--- src/rtl/seq_alu.sv ---
// Sequential ALU: single-cycle arithmetic, logic and shift ops, plus a
// WIDTH-cycle shift-add unsigned multiplier behind a two-state IDLE/MUL FSM.
module seq_alu #(
   parameter int WIDTH = 8,
   parameter int SW    = $clog2(WIDTH)
) (
   input  logic             clk,
   input  logic             rst_n,
   input  logic             start,
   input  logic [3:0]       ALU_OP,
   input  logic [WIDTH-1:0] in1,
   input  logic [WIDTH-1:0] in2,
   output logic [WIDTH-1:0] out,
   output logic [3:0]       flags,
   output logic             busy,
   output logic             done
);

   localparam int MSB = WIDTH - 1;

   localparam logic [3:0] OP_ADD = 4'd0;
   localparam logic [3:0] OP_SUB = 4'd1;
   localparam logic [3:0] OP_AND = 4'd2;
   localparam logic [3:0] OP_OR  = 4'd3;
   localparam logic [3:0] OP_XOR = 4'd4;
   localparam logic [3:0] OP_SHL = 4'd5;
   localparam logic [3:0] OP_SHR = 4'd6;
   localparam logic [3:0] OP_SAR = 4'd7;
   localparam logic [3:0] OP_MUL = 4'd8;
   localparam logic [3:0] OP_ADC = 4'd9;
   localparam logic [3:0] OP_CMP = 4'd10;
   localparam logic [3:0] OP_NOT = 4'd11;

   typedef enum logic {
      ST_IDLE = 1'b0,
      ST_MUL  = 1'b1
   } state_t;

   state_t state_q, state_d;

   logic [WIDTH-1:0]   out_q, out_d;
   logic [3:0]         flags_q, flags_d;
   logic               done_q, done_d;

   logic [2*WIDTH-1:0] mcand_q, mcand_d;
   logic [2*WIDTH-1:0] acc_q, acc_d;
   logic [WIDTH-1:0]   mplier_q, mplier_d;
   logic [SW-1:0]      cnt_q, cnt_d;

   logic               accept;
   logic               mul_last;
   logic [2*WIDTH-1:0] mul_acc_next;
   logic [WIDTH-1:0]   mul_lo;
   logic [WIDTH-1:0]   mul_hi;

   logic [SW-1:0]      sh_amt;
   logic               cin;
   logic [WIDTH:0]     add_sum;
   logic [WIDTH:0]     sub_diff;
   logic [WIDTH:0]     shl_ext;
   logic [WIDTH:0]     shr_ext;
   logic [WIDTH:0]     sar_ext;

   logic [WIDTH-1:0]   alu_res;
   logic               alu_c;
   logic               alu_v;
   logic               alu_wr;
   logic               alu_rsv;

   assign accept = (state_q == ST_IDLE) && start;

   // ---------------------------------------------------------------
   // Single-cycle datapath
   // ---------------------------------------------------------------
   assign sh_amt   = in2[SW-1:0];
   assign cin      = (ALU_OP == OP_ADC) ? flags_q[3] : 1'b0;
   assign add_sum  = {1'b0, in1} + {1'b0, in2} + {{WIDTH{1'b0}}, cin};
   assign sub_diff = {1'b0, in1} - {1'b0, in2};

   // One guard bit beside the operand catches the last bit shifted out.
   assign shl_ext  = {1'b0, in1} << sh_amt;
   assign shr_ext  = {in1, 1'b0} >> sh_amt;
   assign sar_ext  = $unsigned($signed({in1, 1'b0}) >>> sh_amt);

   always_comb begin
      alu_res = '0;
      alu_c   = 1'b0;
      alu_v   = 1'b0;
      alu_wr  = 1'b1;
      alu_rsv = 1'b0;
      case (ALU_OP)
         OP_ADD, OP_ADC: begin
            alu_res = add_sum[WIDTH-1:0];
            alu_c   = add_sum[WIDTH];
            alu_v   = (in1[MSB] == in2[MSB]) && (add_sum[MSB] != in1[MSB]);
         end
         OP_SUB, OP_CMP: begin
            alu_res = sub_diff[WIDTH-1:0];
            alu_c   = sub_diff[WIDTH];
            alu_v   = (in1[MSB] != in2[MSB]) && (sub_diff[MSB] != in1[MSB]);
            alu_wr  = (ALU_OP != OP_CMP);
         end
         OP_AND: alu_res = in1 & in2;
         OP_OR:  alu_res = in1 | in2;
         OP_XOR: alu_res = in1 ^ in2;
         OP_NOT: alu_res = ~in1;
         OP_SHL: begin
            alu_res = shl_ext[WIDTH-1:0];
            alu_c   = shl_ext[WIDTH];
         end
         OP_SHR: begin
            alu_res = shr_ext[WIDTH:1];
            alu_c   = shr_ext[0];
         end
         OP_SAR: begin
            alu_res = sar_ext[WIDTH:1];
            alu_c   = sar_ext[0];
         end
         OP_MUL: alu_wr = 1'b0;
         default: alu_rsv = 1'b1;
      endcase
   end

   // ---------------------------------------------------------------
   // Shift-add multiplier step
   // ---------------------------------------------------------------
   assign mul_acc_next = acc_q + (mplier_q[0] ? mcand_q : '0);
   assign mul_lo       = mul_acc_next[WIDTH-1:0];
   assign mul_hi       = mul_acc_next[2*WIDTH-1:WIDTH];
   assign mul_last     = (state_q == ST_MUL) && (cnt_q == SW'(WIDTH - 1));

   // ---------------------------------------------------------------
   // FSM: state register, next-state logic, outputs
   // ---------------------------------------------------------------
   always_ff @(posedge clk or negedge rst_n) begin
      if (!rst_n) begin
         state_q <= ST_IDLE;
      end else begin
         state_q <= state_d;
      end
   end

   always_comb begin
      state_d = state_q;
      case (state_q)
         ST_IDLE: if (start && (ALU_OP == OP_MUL)) state_d = ST_MUL;
         ST_MUL:  if (mul_last) state_d = ST_IDLE;
         default: state_d = ST_IDLE;
      endcase
   end

   always_comb begin
      busy  = (state_q == ST_MUL);
      out   = out_q;
      flags = flags_q;
      done  = done_q;
   end

   // ---------------------------------------------------------------
   // Result, flag and multiplier working registers
   // ---------------------------------------------------------------
   always_comb begin
      out_d    = out_q;
      flags_d  = flags_q;
      done_d   = 1'b0;
      mcand_d  = mcand_q;
      acc_d    = acc_q;
      mplier_d = mplier_q;
      cnt_d    = cnt_q;

      if (accept) begin
         if (ALU_OP == OP_MUL) begin
            mcand_d  = {{WIDTH{1'b0}}, in1};
            mplier_d = in2;
            acc_d    = '0;
            cnt_d    = '0;
         end else begin
            done_d = 1'b1;
            if (alu_rsv) begin
               out_d   = '0;
               flags_d = 4'b0000;
            end else begin
               if (alu_wr) out_d = alu_res;
               flags_d = {alu_c, (alu_res == '0), alu_res[MSB], alu_v};
            end
         end
      end else if (state_q == ST_MUL) begin
         acc_d    = mul_acc_next;
         mcand_d  = mcand_q << 1;
         mplier_d = mplier_q >> 1;
         cnt_d    = cnt_q + SW'(1);
         if (mul_last) begin
            out_d   = mul_lo;
            flags_d = {(mul_hi != '0), (mul_lo == '0), mul_lo[MSB], (mul_hi != '0)};
            done_d  = 1'b1;
         end
      end
   end

   always_ff @(posedge clk or negedge rst_n) begin
      if (!rst_n) begin
         out_q    <= '0;
         flags_q  <= '0;
         done_q   <= 1'b0;
         mcand_q  <= '0;
         acc_q    <= '0;
         mplier_q <= '0;
         cnt_q    <= '0;
      end else begin
         out_q    <= out_d;
         flags_q  <= flags_d;
         done_q   <= done_d;
         mcand_q  <= mcand_d;
         acc_q    <= acc_d;
         mplier_q <= mplier_d;
         cnt_q    <= cnt_d;
      end
   end

endmodule

--- config.mk ---
export PLATFORM = sky130hd
export DESIGN_NAME = seq_alu
export DESIGN_NICKNAME = d
export VERILOG_FILES = /design/src/rtl/seq_alu.sv
export SDC_FILE = /design/constraint.sdc
export NUM_CORES = 1
export LEC_CHECK = 0
export CAP_MARGIN = 20
export CELL_PAD_IN_SITES_DETAIL_PLACEMENT = 0
export CELL_PAD_IN_SITES_GLOBAL_PLACEMENT = 1
export CORE_MARGIN = 3
export CORE_UTILIZATION = 40
export DETAILED_ROUTE_END_ITERATION = 16
export PLACE_DENSITY_LB_ADDON = 0.1
export SLEW_MARGIN = 40
export SYNTH_ARGS = -nofsm -noshare
export SYNTH_HDL_FRONTEND = slang
export SYNTH_SLANG_ARGS = --single-unit
--- constraint.sdc ---
create_clock -name clk -period 9.7 [get_ports clk]
set_input_delay 1.94 -clock clk [delete_from_list [all_inputs] [get_ports clk]]
set_output_delay 1.94 -clock clk [all_outputs]
set_load 0.02 [all_outputs]
==> impl_metrics.ini, run 1 <==
[worst_setup_path]
arrival_ns = 5.63
worst_path_max_delay_cell = clkdlybuf4s50_1
path_cells = clkdlybuf4s50_1, nor2b_1, nand3_1, fa_1, fa_1, a221oi_1, a21oi_1, a2111o_1, nor4_1, nand4_1, o21ai_1
cp-start-kind = input port
worstPathRequired_ns = 9.95
cp-end-kind = register
ff2ff_setup_slack_ns = 5.90
crit_type = in -> reg
r2r-end = flags[3]
critPathMostFrequentCell = fa_1
r2r_start = mplier_q[0]
cp_slowest_stage_delay_ns = 0.78
r2r_cells = 11
worstPathMaxFanout = 21

[clocking]
ctsRootBufferMaster = clkbuf_16
clk_path_buf_depth = 2
postCtsSetupBuffers = 0
cts_buffers = 9
cts_tree = yes
clk_latency_ns = 0.33
ctsHoldBuffers = 0
cts.sinks = 57
cts_resized = 0
htree_levels = 3
cts.reportedPaths.clkPinSlew_ns = 0.05

[layout]
n_antenna_cell = 0
n_fill_cell = 1278
multi_input_comb_area_um2 = 3490
layout_common_cells = nand2_1 (83), o21ai_0 (74), dfrtp_1 (57)
layout_commonest_cell = nand2_1
area_growth_pct = 14.1
nNetsFinal = 706
seqCellArea_um2 = 1430
drive_above_1_share_pct = 7.48

[die]
rows = 40
die_y_um = 120
io_pins = 37
coreArea_um2 = 12300
start_util_pct = 42.1
die_w_um = 120
die_area_um2 = 14300

[timing]
finalMaxSlewViolations = 0
setup_viol = 0
hold_viol = 0
fmax_mhz = 186
fin_skew_ns = 0.00520
max_slew_margin_pct = 50.4
rsz0062_at_grt = no
worst_pin_slew_ns = 0.741
period_share_pct = 55.5
tns_ns = 0
finalCriticalPeriod_ns = 5.38

[power_and_ir_drop]
p_leak_nw = 2.61
peakVddDrop_v = 0.000111
finalPower_mw = 1.32
p_per_area_nw_per_um2 = 224

[drt]
drc_errors = 0
avgRoutedWirePerCell_um = 19.2
firstDrtPassIters = 5
drt_iter0_markers = 344
viasPerCell = 5.83
num_vias = 4725
routed_wl_mm = 15.5
ant_nets = 0

[yosys]
seq_area_frac_synth_pct = 27.5
syn-mean-instance-area_um2 = 8.22
syn_inst = 630
synth_nets = 699
yosysWarnings = 0
synth_area_um2 = 5180
synth_cell_type_count = 63
synth-edff-count = 0
synthFlopType = dfrtp_1
ys_ff_latch = 57
ys_async_sr_fraction_pct = 100

[hold_path]
hold_depth = 1
min-delay-start = out[5]
hp-class = reg -> reg
hold-path-endpoint = out[5]

[placed_design]
hpwl_mm = 11.5
place_congestion = 0.929
io_buffers = 36

[global_routing]
grt_overflow_total = 0
grt_pass1_vias = 4401
grt_max_degree = 58
grt_pass1_wl_mm = 24.9
grt_use_total_pct = 21.8
antenna_found_initial = 0

[outcome]
status = completed

[run]
cap_violations = 0
registers in the layout, indices dropped and copies added, names as in the netlist:
signal / cells
acc_q: 16
mcand_q: 16
mplier_q: 8
out: 8
flags: 4
cnt_q: 3
busy: 1
done: 1
metal layers:
metal / GRT usage (%) / wire length [µm] / vias to the layer above
li1: - / - / 2297
met1: 32.3 / 7580 / 2261
met2: 32.2 / 6810 / 149
met3: 4.48 / 920 / 18
met4: 6.08 / 236 / 0
met5: 0 / 0 / -
cell type report:
class,instances,area share [%]
multi-input cells,499,59.1
flip-flops and latches,57,24.1
repair buffers,44,7.07
clock buffers,10,3.87
well taps,168,3.56
inverters,26,1.65
clock inverters,6,0.593
worst max-delay path: cells and delay by family:
| family | cells | cell delay (ns) |
|---|---|---|
| fa+ha+maj | 2 | 0.87 |
| compound gates | 4 | 0.96 |
| simple gates | 4 | 1.07 |
| buf+inv | 1 | 0.78 |
stage by stage:
| stage | worst slack, ns | hold WS, ns | area (µm²) | util, % | cells |
|---|---|---|---|---|---|
| 2_1_floorplan | 5.01 | 0.450 | 5180 | - | 630 |
| 3_3_place_gp | 3.78 | 0.460 | 5620 | 45.6 | 793 |
| 3_5_place_dp | 3.98 | 0.468 | 5630 | 45.7 | 793 |
| 4_1_cts | 4.33 | 0.480 | 5900 | 47.9 | 809 |
| 5_1_grt | 3.97 | 0.500 | 5910 | 48.0 | 810 |
| 6_report | 4.32 | 0.472 | 5910 | 48.0 | 810 |
where the power goes:
part / switching (mW) / internal, mW
Combinational: 0.382 / 0.253
Sequential: 0.0702 / 0.338
Clock: 0.110 / 0.170
kinds of logic (layout without fill, tap and decap cells):
kind of cell | count (synthesis) | after routing | share of synthesized area (%)
mux | 32 | 32 | 8.17
flops | 57 | 57 | 27.5
fa+ha+maj | 46 | 46 | 11.7
xor+xnor | 20 | 20 | 3.38
compound gates | 215 | 215 | 26.7
simple gates | 186 | 186 | 17.1
buf+inv | 74 | 86 | 5.39
how the worst max path moves through the flow:
stage	startpoint	end	slack, ns	cells after the start
after global placement	ALU_OP[3]	out[6]	3.78	12
after detailed placement	ALU_OP[2]	out[6]	3.98	12
after floorplan	in2[0]	out[6]	5.01	12
after global routing	ALU_OP[2]	flags[2]	3.97	12
after CTS	ALU_OP[2]	out[6]	4.33	12
final	ALU_OP[2]	flags[2]	4.32	11
synth_stat cells (all sizes together), types with 3 or more instances:
master  instances  area share [%]
a221o           4            0.77
nor2b          11             1.3
o31ai           4            0.58
xor2           10             1.7
nor2           25             1.8
mux2i          22             4.3
a21o           11             1.6
a22o            6             1.0
inv            25             1.8
o221ai          3            0.51
a22oi          11             1.6
nand3          10            0.97
a21oi          37             3.6
xnor2          10             1.7
o21bai          4            0.58
a31oi           6            0.72
fa              4             1.5
o211ai          4            0.58
a221oi          7             1.2
nand2b          3            0.36
or4             4            0.58
o21ai          79             7.6
o22ai           5            0.60
nor3           13             1.3
mux4            8             3.5
clkbuf         45             3.3
and2           19             2.3
buf             3            0.24
nand2          83             6.0
and3            4            0.48
a211oi         14             2.0
dfrtp          57              28
o21a            3            0.43
ha             42              10
(Power assumes the default switching activity.)
==> inputs of run 2 (changes only) <==
==> constraint.sdc (replaced) <==
create_clock -name clk -period 5.4 [get_ports clk]
set_input_delay 1.08 -clock clk [delete_from_list [all_inputs] [get_ports clk]]
set_output_delay 1.08 -clock clk [all_outputs]
set_load 0.02 [all_outputs]
==> impl_metrics.ini, run 2 (synthesized netlist as in run 1, its figures left out) <==
[clocking]
postCtsSetupBuffers = 0
cts.sinks = 57
ctsRootBufferMaster = clkbuf_16
cts_buffers = 9
cts_resized = 0
ctsHoldBuffers = 0
clk_latency_ns = 0.33
clk_path_buf_depth = 2
htree_levels = 3
cts.reportedPaths.clkPinSlew_ns = 0.05
cts_tree = yes

[placed_design]
pre_cts_ws_ns = 0.965
io_buffers = 36
hpwl_mm = 11.5
place_congestion = 0.891

[drt]
ant_nets = 0
drt-met1-wl_mm = 7.33
num_vias = 4800
dr_wl_met3_mm = 1.20
firstDrtPassIters = 5
drc_errors = 0
top_layer = met4
avgRoutedWirePerCell_um = 18.9
met2_length_mm = 6.67
routed_wl_mm = 15.4
drt_iter0_markers = 491
viasPerCell = 5.88

[layout]
layout_commonest_cell = nand2_1
drive_above_1_share_pct = 8.17
area_growth_pct = 16.1
n_antenna_cell = 0
n_fill_cell = 1218
layout_common_cells = nand2_1 (83), o21ai_0 (74), dfrtp_1 (57)
utilization_pct = 48.8
top_regs = acc_q x16, mcand_q x16
nNetsFinal = 713

[global_routing]
grt_pass1_wl_mm = 24.8
grt_max_degree = 58
grt_use_total_pct = 21.8
grt_pass1_vias = 4543
grt_overflow_total = 0
antenna_found_initial = 0

[worst_setup_path]
r2r_start = mplier_q[0]
cp-end-kind = register
r2r_cells = 11
ff2ff_setup_slack_ns = 1.51
cp-endpoint = flags[2]
worstPathRequired_ns = 5.66
crit_start = ALU_OP[2]
worstPathMaxFanout = 21
arrival_ns = 4.36
r2r-end = flags[0]
cp-start-kind = input port
crit_type = in -> reg

[timing]
worst_pin_slew_ns = 0.770
finalMaxSlewViolations = 0
hold_slack_ns = 0.473
finalCriticalPeriod_ns = 4.10
setup_ws_ns = 1.30
hold_viol = 0
period_share_pct = 76.0
fin_skew_ns = 0.00611
fmax_mhz = 244
rsz0062_at_grt = no
max_slew_margin_pct = 48.3
setup_viol = 0
tns_ns = 0

[power_and_ir_drop]
p_sw_share_pct = 41.3
p_per_area_nw_per_um2 = 416
pwr-share-comb_pct = 46.2
switching_power_mw = 1.03
p_leak_nw = 2.65
p_int_mw = 1.47
power.share.sequential_pct = 29.4
peakVddDrop_v = 0.000216
p_clk_share_pct = 24.4

[die]
die_w_um = 120
coreArea_um2 = 12300
die_y_um = 120
die_area_um2 = 14300
rows = 40
start_util_pct = 42.1
io_pins = 37

[outcome]
status = completed

[hold_path]
hp-class = reg -> reg
hold_depth = 2

[run]
cap_violations = 0
-- run 2: cell count changes in the layout (fill, tap and decap cells not counted) --
cell	delta
clkinv_2	-3
buf_2	-2
buf_12	-1
buf_4	+8
bufinv_16	+2
nand3_1	+1
clkdlybuf4s50_1	+2
clkbuf_1	-1
clkinvlp_4	+2
nand3_2	-1
-- run 2: worst min-delay path by stage --
stage / startpoint / to / slack (ns)
6_report: out[3] / out[3] / 0.47
5_1_grt: out[5] / out[5] / 0.50
4_1_cts: mplier_q[5] / mplier_q[5] / 0.48
3_5_place_dp: mplier_q[5] / mplier_q[5] / 0.47
3_3_place_gp: out[5] / out[5] / 0.46
2_1_floorplan: mplier_q[1] / mplier_q[1] / 0.45
-- run 2: final cells by class --
cell class              count  area (µm²)  share of cell area [%]
well taps                 168         210                    3.50
inverters                  26        97.6                    1.62
multi-input cells         499        3490                    58.0
flip-flops and latches     57        1430                    23.7
clock inverters             7        95.1                    1.58
clock buffers               9         225                    3.75
repair buffers             51         468                    7.78
-- run 2: through the flow --
stage	instance area [µm²]	instances	total power, mW
after floorplan	5180	630	1.50
after global placement	5680	801	1.87
after detailed placement	5690	801	1.89
after CTS	6010	817	2.52
after global routing	6010	817	2.68
final	6010	817	2.50
-- run 2: layer usage --
metal,track usage [%],up-vias
met5,0,-
met4,6.30,0
met3,4.52,17
met2,32.0,161
met1,32.3,2300
li1,-,2322
-- run 2: critical path, cell delays in order --
cell and delay, ns:
clkdlybuf4s50_1 0.41, buf_4 0.20, nor2b_1 0.29, nand3_1 0.16
fa_1 0.42, fa_1 0.43, a221oi_1 0.31, a21oi_1 0.07
a2111o_1 0.40, nor4_1 0.31, nand4_1 0.13, o21ai_1 0.14
-- run 2: power by group through the flow --
| stage | combinational, mW | clock [mW] | sequential, mW |
|---|---|---|---|
| floorplan | 0.746 | 0 | 0.753 |
| global placement | 1.13 | 0 | 0.735 |
| detailed placement | 1.15 | 0 | 0.742 |
| CTS | 1.15 | 0.626 | 0.736 |
| global route | 1.28 | 0.639 | 0.759 |
| finish | 1.15 | 0.610 | 0.736 |
